**src/rtl/route_compute_unit.sv**
```systemverilog
// route_compute_unit: per-port dimension-ordered route computation with packet-long route locking
module route_compute_unit #(
  parameter int NUM_IN     = 5,
  parameter int FLIT_W     = 34,
  parameter int X_W        = 4,
  parameter int Y_W        = 4,
  parameter int ROUTE_MODE = 0
) (
  input  logic                     clk,
  input  logic                     rst,
  input  logic [X_W+Y_W-1:0]       myaddr_i,
  input  logic [NUM_IN*FLIT_W-1:0] flit_i,
  input  logic [NUM_IN-1:0]        flit_valid_i,
  input  logic [NUM_IN-1:0]        flit_pop_i,
  output logic [NUM_IN*5-1:0]      route_o,
  output logic [NUM_IN-1:0]        route_valid_o,
  output logic [NUM_IN-1:0]        err_o
);
  typedef enum logic {IDLE, ROUTED} state_t;

  // One-hot bit order N,S,E,W,L from msb to lsb.
  function automatic logic [4:0] route_of(input logic [X_W-1:0] dx, input logic [Y_W-1:0] dy,
                                          input logic [X_W-1:0] mx, input logic [Y_W-1:0] my);
    logic [4:0] xr, yr;
    xr = dx > mx ? 5'b00100 : dx < mx ? 5'b00010 : 5'b00000;
    yr = dy > my ? 5'b10000 : dy < my ? 5'b01000 : 5'b00000;
    return ROUTE_MODE == 0 ? (xr != '0 ? xr : yr != '0 ? yr : 5'b00001)
                           : (yr != '0 ? yr : xr != '0 ? xr : 5'b00001);
  endfunction

  for (genvar g = 0; g < NUM_IN; g++) begin : g_port
    state_t     state_q, state_d;
    logic [4:0] route_q, route_d, dir;
    logic       err_q, err_d, hp_q, hp_d, is_head, is_tail, unused_bits;
    assign is_head     = flit_i[g*FLIT_W+FLIT_W-1];
    assign is_tail     = flit_i[g*FLIT_W+FLIT_W-2];
    assign unused_bits = ^flit_i[g*FLIT_W+X_W+Y_W +: FLIT_W-2-X_W-Y_W];
    assign dir = route_of(flit_i[g*FLIT_W+Y_W +: X_W], flit_i[g*FLIT_W +: Y_W],
                          myaddr_i[X_W+Y_W-1:Y_W], myaddr_i[Y_W-1:0]);
    // hp_q marks that the locked packet's head has left the queue, so a HEAD now at the front is a new packet.
    always_comb begin
      state_d = state_q;
      route_d = route_q;
      err_d   = err_q;
      hp_d    = hp_q;
      if (state_q == IDLE) begin
        if (flit_valid_i[g] && is_head) begin
          state_d = ROUTED;
          route_d = dir;
          hp_d    = 1'b0;
        end else if (flit_valid_i[g]) begin
          err_d = 1'b1;
        end
      end else begin
        err_d = err_q | (flit_valid_i[g] & is_head & hp_q);
        if (flit_pop_i[g]) begin
          hp_d = 1'b1;
          if (is_tail) begin
            state_d = IDLE;
            route_d = '0;
          end
        end
      end
    end
    always_ff @(posedge clk) begin
      if (rst) begin
        state_q <= IDLE;
        route_q <= '0;
        err_q   <= 1'b0;
        hp_q    <= 1'b0;
      end else begin
        state_q <= state_d;
        route_q <= route_d;
        err_q   <= err_d;
        hp_q    <= hp_d;
      end
    end
    assign route_o[g*5 +: 5] = route_q;
    assign route_valid_o[g]  = state_q == ROUTED;
    assign err_o[g]          = err_q;
  end
endmodule

```
**config.mk**
```make
export PLATFORM = sky130hd
export DESIGN_NAME = route_compute_unit
export DESIGN_NICKNAME = d
export VERILOG_FILES = /design/src/rtl/route_compute_unit.sv
export SDC_FILE = /design/constraint.sdc
export NUM_CORES = 1
export LEC_CHECK = 0
export CORE_UTILIZATION = 32
export DETAILED_ROUTE_END_ITERATION = 6
export PLACE_DENSITY = 0.81
export SLEW_MARGIN = 5
export SYNTH_ARGS = -nofsm -noshare
export SYNTH_HDL_FRONTEND = slang
export SYNTH_SLANG_ARGS = --single-unit
```
**constraint.sdc**
```tcl
create_clock -name clk -period 2.25 [get_ports clk]
set_input_delay 0.45 -clock clk [delete_from_list [all_inputs] [get_ports clk]]
set_output_delay 0.45 -clock clk [all_outputs]
set_load 0.05 [all_outputs]
```
==> flow_summary_export.csv <==
group,metric,value,unit
status,status,"completed",
clocking,cts.sinks,40,
place,port_buffers,104,
floorplan,die_area,8581,µm²
clocking,cts_root_buf,"clkbuf_8",
logic_synthesis,synth.cell_area,2629,µm²
sta,max_slew_margin,59.90,%
critical_path,cp_max_fo,5,
hold_path,hp-class,"register to register",
floorplan,rows,32,
sta,rsz0062_at_grt,"no",
sta,hold_slack,0.4545,ns
layout,n_antenna_cell,0,
sta,setup_viol,0,
clocking,cts_setup_buffers,0,
route,viasPerCell,5.006,
route,via_count,2603,
logic_synthesis,ys_warn_count,0,
critical_path,crit_chain,"clkdlybuf4s50_1, inv_1, ha_1, nand4_4, or3_4, a2111oi_4, a21o_1",
critical_path,start_kind,"primary input",
logic_synthesis,yosysUniqueCellTypes,41,
critical_path,critPathMaxStageDelay,0.47,ns
floorplan,coreArea,7848,µm²
sta,fin_tns_setup,0,ns
grt,grt-ovfl-total,0,
power_and_ir_drop,power_density,469.8,nW/µm²
sta,timing.final.crit_period,2.132,ns
place,place_ws,-0.1829,ns
clocking,cts-buffers-inserted,5,
sta,slew_violations,0,
route,drt_iter0_drc,71,
logic_synthesis,synth_ff_type,"dfxtp_1",
sta,tightest_slew,0.5996,ns
route,drcViolationCount,0,
clocking,cts_resized,0,
sta,hold_viol,0,
layout,fin_util,50.29,%
route,drt_wl_total,7.560,mm
route,dr.pass1.iters,4,
sta,skew,0.005279,ns
layout,drive_gt1_share,8.373,%
clocking,path_clk_slew,0.08,ns
logic_synthesis,syn_inst,300,
route,postRouteAntennaNets,0,
grt,grt_start_max_net_pins,21,
clocking,cts_tree,"done",
sta,finalCritPeriodShare,94.75,%
layout,final_cell_mix,"clkdlybuf4s50_1 (104), ha_1 (40), dfxtp_1 (40), a21oi_1 (30), nand2_1 (29)",
critical_path,slowest_stage,"clkdlybuf4s50_1",
critical_path,end_kind,"register",
clocking,hold_buffers,0,
sta,fmax,469.1,MHz
critical_path,crit_arrival,2.37,ns
flow_run,drv_cap,0,
layout,final_nets,647,
floorplan,die_y,92.64,µm
critical_path,required,2.49,ns
logic_synthesis,synth_edf_count,0,
sta,worst_slack,0.1182,ns
grt,grt_pass1_vias,2635,
clocking,cts_buffer_depth,2,
clocking,htreeDepth,2,
grt,grt_use_total,18.05,%
power_and_ir_drop,total_power,1854,µW
place,place_congestion,0.8307,
logic_synthesis,yosysSeqAreaShare,30.46,%
power_and_ir_drop,leakagePower,0.001653,µW
floorplan,die_width,92.64,µm
logic_synthesis,synth_nets,530,
grt,grt_pass1_wl,12.20,mm
floorplan,pin_count,225,
grt,antenna_found_initial,0,
route,wire_per_inst,14.54,µm
layout,area_delta_synth_final,50.12,%
clocking,clk_latency,0.29,ns
logic_synthesis,async_flop_share,0,%
critical_path,worstSetupPathType,"primary input to register",
place,dpl.hpwl,6.210,mm
layout,layout_commonest_cell,"clkdlybuf4s50_1",
critical_path,r2r_slack,0.74,ns
power_and_ir_drop,max-vdd-ir-drop,0.2372,mV
logic_synthesis,syn_avg_cell_area,8.763,µm²
logic_synthesis,synth_seq_cells,40,
floorplan,initial_core_util,33.50,%
[final cells by class]
| type | instances | area [µm²] |
|---|---|---|
| inverter | 21 | 78.83 |
| sequential | 40 | 800.8 |
| tap | 102 | 127.6 |
| fill | 753 | 3901 |
| timing repair buffer | 123 | 1184 |
| clock inverter | 2 | 10.01 |
| multi-input combinational | 226 | 1663 |
| clock buffer | 6 | 82.58 |
[state kept, by name (all words and copies together) (netlist names)]
signal,count
g_port.hp_q,5
g_port.route_q,25
g_port.state_q,5
g_port.err_q,5
[path summary, 6_finish.rpt]
kind / startpoint / end / cells after the start
setup reg to reg: g_port[0].state_q / g_port[0].route_q[4] / 4
hold / removal: g_port[3].route_q[4] / g_port[3].route_q[4] / 2
hold reg to reg: g_port[3].route_q[4] / g_port[3].route_q[4] / 2
setup / recovery: myaddr_i[5] / g_port[0].route_q[0] / 7
[kinds of logic after synthesis]
family	share of synthesized area, %
adder cells (fa/ha/maj)	19.04
AO/OA/AOI/OAI	22.75
flip-flops	30.46
AND/OR/NAND/NOR	21.47
buffers and inverters	6.283
[report_power, final]
| group | internal [µW] | total [µW] | switching (µW) |
|---|---|---|---|
| combinational | 285 | 595 | 310 |
| clock | 245 | 501 | 256 |
| sequential | 735 | 758 | 22.8 |
| total | 1270 | 1850 | 588 |
[cells in the mapped netlist, types with 4 or more instances]
master	number	area share [%]
o21ai_0	7	1.3
nor2_1	20	2.9
ha_1	40	19
a22oi_1	5	1.4
a21oi_1	30	5.7
nand3b_1	4	1.1
or3_1	4	0.95
nor2b_1	11	2.6
nand2_1	29	4.1
inv_1	21	3.0
a31oi_1	5	1.2
and3b_1	4	1.3
nand4_1	9	2.1
o211ai_1	9	2.6
dfxtp_1	40	30
nand3_1	7	1.3
a32o_1	6	2.3
buf_4	10	2.9
nor3_1	4	0.76
[routing by layer]
| layer | track usage (%) | part of all wire [%] | routed length (µm) | up-vias |
|---|---|---|---|---|
| li1 | - | - | - | 1343 |
| met5 | 0 | 0 | 0 | - |
| met3 | 3.530 | 4.9 | 373 | 11 |
| met1 | 21.90 | 44 | 3319 | 1177 |
| met4 | 5.385 | 2.1 | 159 | 0 |
| met2 | 32.04 | 49 | 3707 | 72 |
[per-stage QoR]
| stage | instance area, µm² | instances |
|---|---|---|
| finish | 3946 | 520 |
| global route | 3946 | 520 |
| CTS | 3946 | 520 |
| detailed placement | 3854 | 512 |
| global placement | 3854 | 512 |
| floorplan | 2629 | 300 |
[worst max-delay path: cells and delay by family]
family	cells	cell delay [ns]
buffers and inverters	2	0.62
AND/OR/NAND/NOR	2	0.46
AO/OA/AOI/OAI	2	0.43
adder cells (fa/ha/maj)	1	0.39
(Power assumes the default switching activity.)
